$ cat config.mk
export PLATFORM = sky130hd
export DESIGN_NAME = adc_spi_rd
export DESIGN_NICKNAME = d
export VERILOG_FILES = /design/src/rtl/adc_spi_rd.sv
export SDC_FILE = /design/constraint.sdc
export NUM_CORES = 1
export LEC_CHECK = 0
export BUFFER_PORTS_ARGS = -buffer_cell sky130_fd_sc_hd__buf_2
export CAP_MARGIN = 20
export CORE_MARGIN = 5
export CORE_UTILIZATION = 63
export DETAILED_ROUTE_END_ITERATION = 6
export GPL_ROUTABILITY_DRIVEN = 0
export PLACE_DENSITY_LB_ADDON = 0.25
export REMOVE_ABC_BUFFERS = 1
export SYNTH_ARGS = -nofsm -noshare
export SYNTH_HDL_FRONTEND = slang
export SYNTH_SLANG_ARGS = --single-unit
$ cat constraint.sdc
create_clock -name clk -period 5.9 [get_ports clk]
set_clock_uncertainty 0.2 [all_clocks]
set_input_delay 0 -clock clk [delete_from_list [all_inputs] [get_ports clk]]
set_output_delay 0 -clock clk [all_outputs]
set_load 0.01 [all_outputs]
$ cat src/rtl/adc_spi_rd.sv
// Read-side SPI master for a 16-bit conversion ADC.
// Pulses cnv, frames cs/sck, shifts the sample in MSB first, strobes data_valid.
module adc_spi_rd #(
  parameter int DATA_W  = 16,
  parameter int SCK_DIV = 4,
  parameter int T_CONV  = 8,
  parameter int T_CS    = 2
) (
  input  logic              clk,
  input  logic              rst_n,
  input  logic              key_state,
  input  logic              start,
  input  logic              adc_sdo,
  output logic              cnv,
  output logic              cs,
  output logic              sck,
  output logic [4:0]        cnt_sck,
  output logic [DATA_W-1:0] data_out,
  output logic              data_valid,
  output logic              busy
);

  localparam int BW = $clog2(DATA_W);

  typedef enum logic [2:0] {
    S_IDLE,
    S_CONV,
    S_CSU,
    S_SHIFT,
    S_DONE
  } state_e;

  state_e            state_q, state_d;
  logic [15:0]       tmr_q, tmr_d;
  logic              sck_q, sck_d;
  logic [4:0]        cnt_q, cnt_d;
  logic [DATA_W-1:0] shf_q, shf_d;
  logic [DATA_W-1:0] dout_q, dout_d;
  logic              dv_q, dv_d;
  logic              cnv_q, cnv_d;
  logic              cs_q, cs_d;
  logic              busy_q, busy_d;
  logic [BW-1:0]     bidx;

  assign bidx = BW'(DATA_W - 1) - BW'(cnt_q);

  always_comb begin
    state_d = state_q;
    tmr_d   = tmr_q;
    sck_d   = sck_q;
    cnt_d   = cnt_q;
    shf_d   = shf_q;
    dout_d  = dout_q;
    dv_d    = 1'b0;

    unique case (state_q)
      S_IDLE: begin
        if (start) begin
          state_d = S_CONV;
          tmr_d   = '0;
        end
      end
      S_CONV: begin
        if (tmr_q == 16'(T_CONV - 1)) begin
          state_d = S_CSU;
          tmr_d   = '0;
        end else begin
          tmr_d = tmr_q + 16'd1;
        end
      end
      S_CSU: begin
        sck_d = 1'b0;
        if (tmr_q == 16'(T_CS - 1)) begin
          state_d = S_SHIFT;
          tmr_d   = '0;
        end else begin
          tmr_d = tmr_q + 16'd1;
        end
      end
      S_SHIFT: begin
        if (tmr_q == 16'(SCK_DIV - 1)) begin
          tmr_d = '0;
          if (!sck_q) begin
            // rising sck edge: ADC data is stable here
            sck_d       = 1'b1;
            shf_d[bidx] = adc_sdo;
            cnt_d       = cnt_q + 5'd1;
          end else begin
            sck_d = 1'b0;
            if (cnt_q == 5'(DATA_W)) begin
              state_d = S_DONE;
              dout_d  = shf_q;
              dv_d    = 1'b1;
              cnt_d   = '0;
            end
          end
        end else begin
          tmr_d = tmr_q + 16'd1;
        end
      end
      S_DONE: begin
        state_d = S_IDLE;
      end
      default: begin
        state_d = S_IDLE;
      end
    endcase

    // run enable low discards everything, including the last sample
    if (!key_state) begin
      state_d = S_IDLE;
      tmr_d   = '0;
      sck_d   = 1'b0;
      cnt_d   = '0;
      shf_d   = '0;
      dout_d  = '0;
      dv_d    = 1'b0;
    end

    cnv_d  = (state_d == S_CONV);
    cs_d   = !((state_d == S_CSU) || (state_d == S_SHIFT));
    busy_d = (state_d != S_IDLE);
  end

  always_ff @(posedge clk or negedge rst_n) begin
    if (!rst_n) begin
      state_q <= S_IDLE;
      tmr_q   <= '0;
      sck_q   <= 1'b0;
      cnt_q   <= '0;
      shf_q   <= '0;
      dout_q  <= '0;
      dv_q    <= 1'b0;
      cnv_q   <= 1'b0;
      cs_q    <= 1'b1;
      busy_q  <= 1'b0;
    end else begin
      state_q <= state_d;
      tmr_q   <= tmr_d;
      sck_q   <= sck_d;
      cnt_q   <= cnt_d;
      shf_q   <= shf_d;
      dout_q  <= dout_d;
      dv_q    <= dv_d;
      cnv_q   <= cnv_d;
      cs_q    <= cs_d;
      busy_q  <= busy_d;
    end
  end

  assign cnv        = cnv_q;
  assign cs         = cs_q;
  assign sck        = sck_q;
  assign cnt_sck    = cnt_q;
  assign data_out   = dout_q;
  assign data_valid = dv_q;
  assign busy       = busy_q;

endmodule

Word-level counts from Yosys, hierarchy flattened
Cells that the tools add are included.
{ "word_totals": {"regBits": 61, "input_bits": 5, "output_inout_bits": 26, "wordCells": 85} }
{ "op_classes": {"add_sub_neg": 3, "n_lt_le_gt_ge": 2, "eq_ne": 20, "muxes": 40, "reduce_logical": 10} }
{ "ops": {"columns": ["operator", "count"], "rows": [
  ["16-bit two-way mux", 14],
  ["16-bit case mux with 4 select lines", 1],
  ["5-bit two-way mux", 5],
  ["3-bit two-way mux", 7],
  ["16-bit by 1-bit adder with 16-bit output (second input constant)", 1],
  ["16-bit bitwise mux", 1],
  ["16-bit by 1-bit == test with 1-bit output (second input constant)", 1],
  ["16-bit by 2-bit == test with 1-bit output (second input constant)", 1],
  ["16-bit by 3-bit == test with 1-bit output (second input constant)", 1],
  ["3-bit by 2-bit == test with 1-bit output (second input constant)", 4],
  ["3-bit case mux with 4 select lines", 1],
  ["1-bit two-way mux", 9],
  ["2-bit by 1-bit inequality test with 1-bit output (second input constant)", 4],
  ["3-bit by 1-bit == test with 1-bit output (second input constant)", 2],
  ["3-bit inequality test (second input constant)", 2],
  ["3-bit AND reduction", 2],
  ["5-bit by 1-bit adder with 5-bit output (second input constant)", 1],
  ["5-bit == test (second input constant)", 1],
  ["4-bit by 5-bit < comparator with 1-bit output (second input constant)", 1],
  ["5-bit by 1-bit inequality test with 1-bit output (second input constant)", 1],
  ["1-bit demux with 4-bit select", 1],
  ["4-bit by 1-bit >= comparator with 1-bit output (second input constant)", 1],
  ["2-bit AND reduction", 2],
  ["4-bit AND reduction", 1],
  ["10 further kinds", 10]
]} }

Depth between registers and ports, before layout
{ "depth": {"ltp_word": 10, "depth_mapped": 9, "depth_no_buf": 7} }

Worst setup path after synthesis
OpenSTA, ideal clock, no wires.
{ "synth_timing": {"path_type": "register to register", "start": "reg cnt_q[0], in the netlist cnt_sck[0]", "end": "reg dout_q[10], in the netlist data_out[10]", "setup_time_ps": 132, "arrival_time_ps": 1892, "t_required_ps": 5568, "slack_ps": 3676, "stages_incl_launch_ff": 10, "path_buffers": 2, "synth_period_minus_slack_ps": 2224, "cell_sequence": "dfrtp_1 inv_1 ha_1 and4bb_2 nand4_1 or3_1 buf_6 buf_8 mux2i_1 nor2_1"} }
{ "synth_between": {"elab_chain_cells": 3} }
{ "synth_lines": {"columns": ["item", "line", "text"], "rows": [
  ["start, declared", "36", "logic [4:0] cnt_q, cnt_d;"],
  ["start signal, assigned", "141", "cnt_q <= cnt_d;"],
  ["5-bit == test", "90", "if (cnt_q == 5'(DATA_W)) begin"],
  ["2-bit by 1-bit inequality test with 1-bit output (no line)", null, null],
  ["4-bit AND reduction (no line)", null, null],
  ["end signal, assigned", "143", "dout_q <= dout_d;"],
  ["end, declared", "38", "logic [DATA_W-1:0] dout_q, dout_d;"]
]} }
No other way between the ends.
A chain may end at the register's enable or synchronous reset.

Worst setup path in the final report
{ "layout_timing": {"start": "reg cnt_q[0], in the netlist cnt_sck[0]", "end": "reg dout_q[3], in the netlist data_out[3]"} }
Same word-level chain as after synthesis.

==> results.md <==
- Starting Density: 64.90%
- Finish-stage setup viols: 0
- Fin nets: 343
- Synth area leaders: dfrtp_1 (49%), mux2i_1 (11%), nand2_1 (4.0%)
- Routed wire per std cell: around 15 um
- DRT Wirelength: 6035 um
- Row count: 25
- Yosys reg bits: about 60
- Hold Crit Class: input pin to asynchronous set/reset pin
- Post-CTS repair timing setup buffer count: 0
- Iteration-0 DRC count of the detailed router: 156
- First-pass GRT wire length: approximately 11,000 um
- Reg area: 0.001528 mm2
- EDFF count, synth: 0
- Critical path class: flip-flop to flip-flop
- VDD IR max: between 0.15 and 0.2 mV
- Area grow syn2layout: 14.86%
- Cts bufs inserted: 9
- I/O Buffers: 30
- N_diodes: 0
- Synth cell types: 45
- Total GRT Usage: between 20% and 30%
- Area of the multi-input gates: approximately 0.0014 mm2
- Vias in the first global route: 2,283
- Crit-path cells: inv_1, ha_1, and4bb_2, nand4_1, or3_1, mux2i_1, nor2_1
- Largest stage delay, worst path: around 0.76 ns
- Final Critical Period: about 2.6 ns
- Worst R2R Start: cnt_sck[0]
- Most used DFF post-synth: dfrtp_1
- Pleak: 1.812 nW
- Vias per cell: 5.626
- Die H: 79.76 um
- DR vias: ~2,300
- Reg2Reg Setup Slack: 3.27 ns
- Mapped Cells: between 200 and 300
- DRC viols: 0
- Clock Path Buffers: 2
- Worst Path Buf+Inv: 1
- Mean post-synth cell area: between 10 and 15 um2
- Rel. slew slack: 37.22%
- Fin. max-slew vios: 0
- Share of the synthesized area in the top cell type: between 40% and 50%
- Outcome: completed
- Die W: 79.76 um
- Placed Area: 0.003241 mm2
- Clock Sink Count: 61
- Setup TNS: 0 ns
- Crit path max-delay family: simple AND/OR/NAND/NOR gates
- Reg2Reg Depth: 7
- CTS root buffer: clkbuf_8
- # Max-Cap Violations: 0
- TritonCTS clock tree: done
- Setup WS pre-CTS: 3.261 ns
- Ys Warns: 0
- Remaining antenna violation count: 0
- FILL cells: roughly 340
- Htree depth: 3
- Slowest-stage cell, CP: or3_1
- I/O pins: 31
- RSZ-0062 raised after global routing: false
- CP Launch Type: flip-flop
- Critical path peak fanout: 17
- Power per Cell Area: 259.1 mW/mm2
- Worst skew pair latency: 0.33 ns
- Initial antenna violation count: 0
- Aggregate global routing overflow: 0
- Layout cells sized above 1: 15.73%
- Worst-path clk slew: roughly 0.07 ns
- Reg-to-reg endpoint: data_out[3]
- Largest net degree at the start of global routing: 62
- Min setup slack post-route: 3.269 ns
- Final instance area: 0.003521 mm2
- Worst Path Arrival: 2.62 ns
- Cell taking the most area after synthesis: dfrtp_1
- Post-cts gate resize count: 0
- Post-CTS Hold Buffers: 4
- Hold Fails Final Rpt: 0
- Post-Syn Area: 0.003065 mm2
- WP data required: 5.88 ns
- Ys async rst share: 100.0%
- DR pass1 iterations: 4
- Critical Path End Type: flip-flop
- Seq/Total Area, Yosys: 49.84%
- Final period utilization: 44.60%
- Die area: 0.006361 mm2
- Max Fclk: around 380 MHz
- Post-DP HPWL: ~4000 um
- Core box area: 0.004723 mm2
- Worst slew pin tran: 0.9417 ns
-- synth_stat cells (2+ instances only) --
cell type and count:
a21o_1 2, clkbuf_1 6, and4_1 3, and3_1 10, nand2b_1 8, nor2_1 26, buf_2 4, dfrtp_1 60
nor2b_1 6, nor3b_1 3, o31ai_1 2, mux2i_1 35, xnor2_1 8, inv_1 6, o211ai_1 2, xor2_1 5
o21a_1 2, nand4_1 6, and2_1 2, o21ai_0 10, a21oi_1 10, nand3_1 15, nor4b_1 2, ha_1 6
nand2_1 33, nor3_1 7
-- placed cells by master, fill, tap and decap left out, types with 3 or more instances in the layout --
master / count
xnor2_1: 8
a21oi_1: 10
nor2_1: 26
nor3_1: 7
nand4_1: 6
dlygate4sd3_1: 4
and4_1: 3
inv_1: 6
bufinv_16: 3
and3_1: 10
o21ai_0: 10
clkbuf_8: 10
dfrtp_1: 60
nand2_1: 33
nor2b_1: 6
nor3b_1: 3
nand2b_1: 8
ha_1: 6
buf_4: 3
xor2_1: 5
nand3_1: 15
mux2i_1: 35
buf_2: 30
-- worst max path at each step --
stage	startpoint	endpoint	depth (start not counted)
2_1_floorplan	tmr_q[9]	cnt_sck[3]	5
3_3_place_gp	cnt_sck[0]	data_out[12]	7
3_5_place_dp	cnt_sck[0]	data_out[3]	7
4_1_cts	cnt_sck[0]	data_out[3]	7
5_1_grt	cnt_sck[0]	data_out[3]	7
6_report	cnt_sck[0]	data_out[3]	7
-- through the flow --
| step | hold slack [ns] | instances | total power [mW] | utilization, % |
|---|---|---|---|---|
| 2_1_floorplan | -0.4956 | 284 | 0.4492 | - |
| 3_3_place_gp | -0.001649 | 384 | 0.4690 | 68.61 |
| 3_5_place_dp | 0.002823 | 384 | 0.4700 | 68.61 |
| 4_1_cts | 0.1811 | 404 | 0.9198 | 74.54 |
| 5_1_grt | 0.2273 | 404 | 0.9468 | 74.54 |
| 6_report | 0.1399 | 404 | 0.9122 | 74.54 |
-- flip-flops by register name, summed over array words and instances (netlist names) --
signal	cells
data_out	16
cs	1
tmr_q	16
cnt_sck	5
state_q	3
cnv	1
sck	1
busy	1
shf_q	16
data_valid	1
-- worst reg2reg max path: cells and delay by family (launching register included) --
kind                       cells  cell delay [ns]
buffers and inverters          1             0.14
muxes                          1             0.31
DFF                            1             0.44
and+or+nand+nor                4             1.18
adders and majority gates      1             0.21
-- report_power, final --
group          switching [mW]  internal (mW)
Clock                   0.157          0.292
Sequential            0.00402          0.421
Combinational          0.0266         0.0112
-- cell type report --
cell class | count | share of cell area (%)
inverters | 6 | 0.6397
flip-flops and latches | 61 | 43.39
well taps | 67 | 2.381
repair buffers | 37 | 6.041
clock inverters | 4 | 2.701
clock buffers | 12 | 4.122
multi-input cells | 217 | 40.73
-- kinds of logic (layout without fill, tap and decap cells) --
family | count (synthesis) | count (layout) | share of synthesized area, %
compound gates | 34 | 34 | 6.816
xor+xnor | 13 | 13 | 3.714
fa+ha+maj | 6 | 6 | 2.449
buf+inv | 20 | 59 | 3.387
flops | 61 | 61 | 49.84
mux | 35 | 35 | 11.43
simple gates | 129 | 129 | 22.37
-- layer usage --
layer | wire [um] | GRT usage, %
met1 | 2679 | 28.05
met5 | 0 | 0
met3 | 224 | 4.853
met4 | 121 | 9.966
met2 | 3011 | 35.73
No activity file was read; power rests on OpenSTA's default activity.
